File: src/rtl/filter_stream_engine.sv
// Streams one filter group of {value,index} weight words from the weight SRAM to a PE.
// Latency: first SRAM read 2 cycles after the request is seen in IDLE, 1 word/cycle sustained.
// Backpressure: a 2-entry skip FIFO absorbs out_ready stalls; reads are throttled so it never overflows.
// Optional feature macro: FILTER_STREAM_ZERO_SKIP_EN (drop words whose value field is zero).
module filter_stream_engine #(
    parameter int DATA_W  = 16,
    parameter int IDX_W   = 8,
    parameter int ADDR_W  = 12,
    parameter int LAYER_W = 2,
    parameter int K_W     = 6,
    parameter int CNT_W   = 10
) (
    input  logic                     clk,
    input  logic                     rst,
    input  logic                     req_filter_valid,
    input  logic [K_W-1:0]           req_filter_k,
    input  logic [LAYER_W-1:0]       req_conv_layer,
    input  logic [4*ADDR_W-1:0]      layer_base_addr,
    input  logic [4*CNT_W-1:0]       layer_k_stride,
    input  logic [4*CNT_W-1:0]       layer_num_words,
    output logic                     mem_rd_en,
    output logic [ADDR_W-1:0]        mem_rd_addr,
    input  logic [DATA_W+IDX_W-1:0]  mem_rd_data,
    output logic                     out_valid,
    input  logic                     out_ready,
    output logic [DATA_W+IDX_W-1:0]  out_data,
    output logic                     out_last,
    output logic                     stream_filter_finish
);

    localparam int WORD_W = DATA_W + IDX_W;
    localparam int PROD_W = ADDR_W + K_W + CNT_W;

    typedef enum logic [2:0] {S_IDLE, S_LOAD, S_STREAM, S_DRAIN, S_DONE} state_t;

    state_t              state_q, state_d;
    logic [K_W-1:0]      k_q;
    logic [LAYER_W-1:0]  layer_q;
    logic [ADDR_W-1:0]   base_q;
    logic [CNT_W-1:0]    remaining_q;
    logic [CNT_W-1:0]    issued_q;
    logic [CNT_W-1:0]    rcvd_q;
    logic                inflight_q;

    logic [WORD_W-1:0]   fifo_mem [2];
    logic                wr_ptr_q, rd_ptr_q;
    logic [1:0]          fifo_cnt_q;

    logic [ADDR_W-1:0]   lyr_base;
    logic [CNT_W-1:0]    lyr_stride, lyr_num;
    logic [PROD_W-1:0]   base_wide;
    logic                abort, flush, ret_vld, keep_word, push, pop, rd_go;
    logic                head_vld, head_last, all_rcvd;
    logic [2:0]          occ;

    // Per-layer configuration for the captured layer and the group's start address (wraps mod 2^ADDR_W)
    always_comb begin
        lyr_base   = layer_base_addr[int'(layer_q)*ADDR_W +: ADDR_W];
        lyr_stride = layer_k_stride[int'(layer_q)*CNT_W +: CNT_W];
        lyr_num    = layer_num_words[int'(layer_q)*CNT_W +: CNT_W];
        base_wide  = PROD_W'(lyr_base) + PROD_W'(k_q) * PROD_W'(lyr_stride);
    end

    // Dropping the request mid-group flushes everything, including a read still in flight
    always_comb begin
        abort   = !req_filter_valid &&
                  ((state_q == S_LOAD) || (state_q == S_STREAM) || (state_q == S_DRAIN));
        flush   = abort || (state_q == S_IDLE);
        ret_vld = inflight_q && !flush;
`ifdef FILTER_STREAM_ZERO_SKIP_EN
        keep_word = (mem_rd_data[WORD_W-1 -: DATA_W] != '0);
`else
        keep_word = 1'b1;
`endif
        push = ret_vld && keep_word;
    end

    // Head presentation: with zero skipping a lone head waits until we know whether it is the last one
    always_comb begin
        all_rcvd  = (rcvd_q == remaining_q);
        head_last = (fifo_cnt_q == 2'd1) && all_rcvd;
`ifdef FILTER_STREAM_ZERO_SKIP_EN
        head_vld  = req_filter_valid && ((fifo_cnt_q == 2'd2) || head_last);
`else
        head_vld  = req_filter_valid && (fifo_cnt_q != 2'd0);
`endif
    end

    assign pop = head_vld && out_ready;

    // Issue a read only if the FIFO, net of this cycle's pop, still has room for it and the word in flight
    always_comb begin
        occ   = {1'b0, fifo_cnt_q} + {2'b00, inflight_q} - {2'b00, pop};
        rd_go = (state_q == S_STREAM) && req_filter_valid &&
                (issued_q != remaining_q) && (occ < 3'd2);
    end

    // State register
    always_ff @(posedge clk or posedge rst) begin
        if (rst) state_q <= S_IDLE;
        else     state_q <= state_d;
    end

    // Next-state logic
    always_comb begin
        state_d = state_q;
        case (state_q)
            S_IDLE:   if (req_filter_valid) state_d = S_LOAD;
            S_LOAD:   if (!req_filter_valid) state_d = S_IDLE;
                      else if (lyr_num == '0) state_d = S_DONE;
                      else state_d = S_STREAM;
            S_STREAM: if (!req_filter_valid) state_d = S_IDLE;
                      else if (rd_go && ((issued_q + CNT_W'(1)) == remaining_q)) state_d = S_DRAIN;
            S_DRAIN:  if (!req_filter_valid) state_d = S_IDLE;
                      else if (!inflight_q && (fifo_cnt_q == 2'd0)) state_d = S_DONE;
            S_DONE:   if (!req_filter_valid) state_d = S_IDLE;
            default:  state_d = S_IDLE;
        endcase
    end

    // Output logic
    always_comb begin
        mem_rd_en            = rd_go;
        mem_rd_addr          = rd_go ? (base_q + ADDR_W'(issued_q)) : '0;
        out_valid            = head_vld;
        out_data             = head_vld ? fifo_mem[rd_ptr_q] : '0;
        out_last             = head_vld && head_last;
        stream_filter_finish = (state_q == S_DONE);
    end

    // Request capture, group setup and issue/return counters
    always_ff @(posedge clk or posedge rst) begin
        if (rst) begin
            k_q         <= '0;
            layer_q     <= '0;
            base_q      <= '0;
            remaining_q <= '0;
            issued_q    <= '0;
            rcvd_q      <= '0;
            inflight_q  <= 1'b0;
        end else begin
            inflight_q <= rd_go;
            if ((state_q == S_IDLE) && req_filter_valid) begin
                k_q     <= req_filter_k;
                layer_q <= req_conv_layer;
            end
            if (state_q == S_LOAD) begin
                base_q      <= base_wide[ADDR_W-1:0];
                remaining_q <= lyr_num;
            end
            if (flush) begin
                issued_q <= '0;
                rcvd_q   <= '0;
            end else begin
                if (rd_go)   issued_q <= issued_q + CNT_W'(1);
                if (ret_vld) rcvd_q   <= rcvd_q + CNT_W'(1);
            end
        end
    end

    // Two-entry skid FIFO fed by returning read data
    always_ff @(posedge clk or posedge rst) begin
        if (rst) begin
            fifo_mem[0] <= '0;
            fifo_mem[1] <= '0;
            wr_ptr_q    <= 1'b0;
            rd_ptr_q    <= 1'b0;
            fifo_cnt_q  <= 2'd0;
        end else if (flush) begin
            wr_ptr_q   <= 1'b0;
            rd_ptr_q   <= 1'b0;
            fifo_cnt_q <= 2'd0;
        end else begin
            if (push) begin
                fifo_mem[wr_ptr_q] <= mem_rd_data;
                wr_ptr_q           <= ~wr_ptr_q;
            end
            if (pop) rd_ptr_q <= ~rd_ptr_q;
            fifo_cnt_q <= fifo_cnt_q + {1'b0, push} - {1'b0, pop};
        end
    end

endmodule

File: config.mk
export PLATFORM = sky130hd
export DESIGN_NAME = filter_stream_engine
export DESIGN_NICKNAME = d
export VERILOG_FILES = /design/src/rtl/filter_stream_engine.sv
export SDC_FILE = /design/constraint.sdc
export NUM_CORES = 1
export LEC_CHECK = 0
export ABC_AREA = 1
export CAP_MARGIN = 5
export CORE_MARGIN = 3
export CORE_UTILIZATION = 45
export DETAILED_ROUTE_END_ITERATION = 12
export PLACE_DENSITY = 0.76
export SETUP_SLACK_MARGIN = 0.5
export SYNTH_ARGS = -nofsm -noshare
export SYNTH_HDL_FRONTEND = slang
export SYNTH_SLANG_ARGS = --single-unit
File: constraint.sdc
create_clock -name clk -period 4.6 [get_ports clk]
set_input_delay 0.92 -clock clk [delete_from_list [all_inputs] [get_ports clk]]
set_output_delay 0.92 -clock clk [all_outputs]
set_load 0.02 [all_outputs]
==> qor.csv <==
metric,value,unit
worstHoldStart,fifo_mem[35],
cts.path.max_buffers,2,
syn_nets,1509,
r2r_start,layer_q[0],
synthesis.area_per_instance,6.87,um2
core_area,18900,um2
worstPathMaxFanout,5,
final.min_clock_period,4610,ps
h_tree_levels,3,
setup_repair_after_global_routing_missed_its_margin,yes,
io_buffers,203,
cts_buffer_count,9,
layout.cells.most_common_list,"413 x nand2_1, 163 x inv_1, 159 x clkdlybuf4s50_1",
r2r_setup_slack,0,ps
routedWlPerCell,14.5,um
global_route_wire_length_before_repair,42600,um
synth_edf_count,0,
post_layout_nonfiller_instances,1787,
ff_latch_area,2660,um2
holdWs,490,ps
antenna_fix_cells,0,
worst_setup_hold_path_clk_slew,70,ps
hold_end,fifo_mem[35],
drt_wl_total,25900,um
critPathCaptureType,flop,
whs_path_depth,2,
timing.setup.tns,-7.74,ps
worst_setup_path_start_kind,input port,
synth_warn,0,
post_synth_num_cell_types,43,
max_freq,0.217,GHz
clkSinkCount,106,
ys_seq_elements,106,
die-area,21100,um2
crit-reg2reg-capture,base_q[10],
number_of_detailed_route_iterations_in_the_first_pass,7,
layout-drive-gt1-share,16.5,%
slew_violations,0,
filler_cell_count,1671,
final_critical_path_setup_slack,-7.74,ps
synthesis.area,8730,um2
drv_cap,0,
first_global_vias,8918,
cts_hold_buffers,0,
global_route.usage.total,24.2,%
netlist.top_cell.by_area,dfrtp_1,
via_count,9018,
netlist_instances,1272,
post-place-ws,-646,ps
dr.first_iter.drc_count,434,
layout_commonest_cell,nand2_1,
floorplan.initialDensity,46.2,%
hold_viol_final,0,
syn2layout_area_growth,40.3,%
worst_skew_late_latency,360,ps
netlist_top_cells_area,"dfrtp_1 30%, nand2_1 18%, fa_1 8.7%",
num-nets-final,1759,
synthFlopType,dfrtp_1,
num_rows,50,
route.detailed.vias_per_inst,5.05,
cts_root_buf,clkbuf_16,
antenna_found_initial,0,
final.period_utilization,100,%
cts_tree,done,
ys_seq_area_share,30.4,%
critPathKind,in2reg,
area_of_combinational_cells_with_multiple_inputs,5590,um2
fp.dieH,145,um
holdCritPathClass,reg2reg,
violations,setup timing,
setup_viol_count_final,1,
run_status,"complete, but fails checks",
timing.critical_path.arrival,4900,ps
worst_margin_slew,830,ps
dpl.cell_count,1739,
pin_count_of_the_biggest_net_entering_global_routing,99,
number_of_cell_instances_on_the_worst_register_to_register_path,22,
final.setup_skew,14.1,ps
required,4890,ps
detailed_place_hpwl,19000,um
remaining_overflow_grt,0,
chipWidth,145,um
detail-route-antenna-nets,0,
relSlewSlack,44.6,%
synth.top_cell.area_share,30.4,%
remaining_drc_errors,0,
io_pins,204,
ys_async_sr_fraction,100,%
gpl.final_weighted_congestion,0.932,
-- how the worst max path moves through the flow --
stage / end / depth (start not counted) / slack, ps / start
floorplan: base_q[10] / 20 / 120 / layer_k_stride[13]
global placement: base_q[11] / 18 / -510 / layer_k_stride[13]
detailed placement: base_q[10] / 21 / -650 / layer_k_stride[13]
CTS: base_q[10] / 24 / 20 / layer_q[0]
global route: base_q[10] / 23 / -200 / layer_q[0]
finish: base_q[10] / 22 / -8 / layer_k_stride[14]
-- worst max-delay path, stage by stage --
cell and delay (ps):
clkdlybuf4s15_1 160, nand2_1 50, a32o_2 290, buf_6 140, nor2_4 80, fa_1 440
fa_1 520, fa_1 520, inv_2 50, fa_1 560, inv_2 50, ha_4 220
nand2_2 70, nand2_2 60, a21oi_2 120, nand2_1 80, nand2_2 80, nand2_2 60
a21oi_2 140, xor2_1 160, nand2_1 60, nand2_1 60
-- through the flow --
step	instance area (um2)	utilization (%)
final	12300	64.9
after floorplan	8860	-
after CTS	12000	63.8
after global placement	11400	60.1
after global routing	12300	64.9
after detailed placement	11400	60.1
-- layer usage --
layer / global-route usage [%] / part of all wire, %
met1: 28.8 / 41
met3: 3.97 / 4.2
met2: 44.3 / 52
met5: 0 / 0
met4: 8.17 / 3.1
-- cell usage after synthesis, types with 7 or more instances --
| cell type | n |
|---|---|
| a21oi_1 | 48 |
| a32o_1 | 9 |
| buf_2 | 11 |
| buf_4 | 7 |
| buf_6 | 7 |
| clkbuf_1 | 19 |
| dfrtp_1 | 106 |
| fa_1 | 38 |
| ha_1 | 35 |
| inv_1 | 178 |
| inv_2 | 9 |
| nand2_1 | 427 |
| nand3_1 | 79 |
| nand4_1 | 10 |
| nor2_1 | 95 |
| nor3_1 | 14 |
| o21ai_0 | 60 |
| o21ai_1 | 39 |
| o22ai_1 | 15 |
| xor2_1 | 14 |
-- sequential cells by signal, indices dropped and copies added (netlist names) --
name / flops
wr_ptr_q: 1
layer_q: 2
rd_ptr_q: 1
inflight_q: 1
base_q: 12
fifo_cnt_q: 2
state_q: 3
remaining_q: 10
issued_q: 10
fifo_mem: 48
k_q: 6
rcvd_q: 10
-- cell type report --
class	instances	share of cell area, %
clock buffers	12	2.17
flip-flops and latches	106	21.7
inverters	188	5.94
multi-input cells	931	45.6
repair buffers	284	21.5
well taps	260	2.65
clock inverters	4	0.327
repair inverters	2	0.133
-- logic make-up (layout without fill, tap and decap cells) --
kind of cell             count (synthesis)  after routing  share of synthesized area (%)
AO/OA/AOI/OAI                          189            189                           12.1
XOR/XNOR                                19             19                           1.91
adder cells (fa/ha/maj)                 73             73                           13.7
buffers and inverters                  235            490                           11.2
flip-flops                             106            106                           30.4
AND/OR/NAND/NOR                        650            650                           30.7
-- what timing repair did --
| item | CTS | global route |
|---|---|---|
| gates cloned | 2 | 2 |
| resized for setup | 179 | 50 |
| setup buffers | 20 | 8 |
| endpoints found under the setup margin | 21 | 21 |
| pin swaps | 75 | 48 |
Power is left out: the tool's default activity adds up to more than one toggle a clock period on the data nets, which glitch-free logic cannot reach.
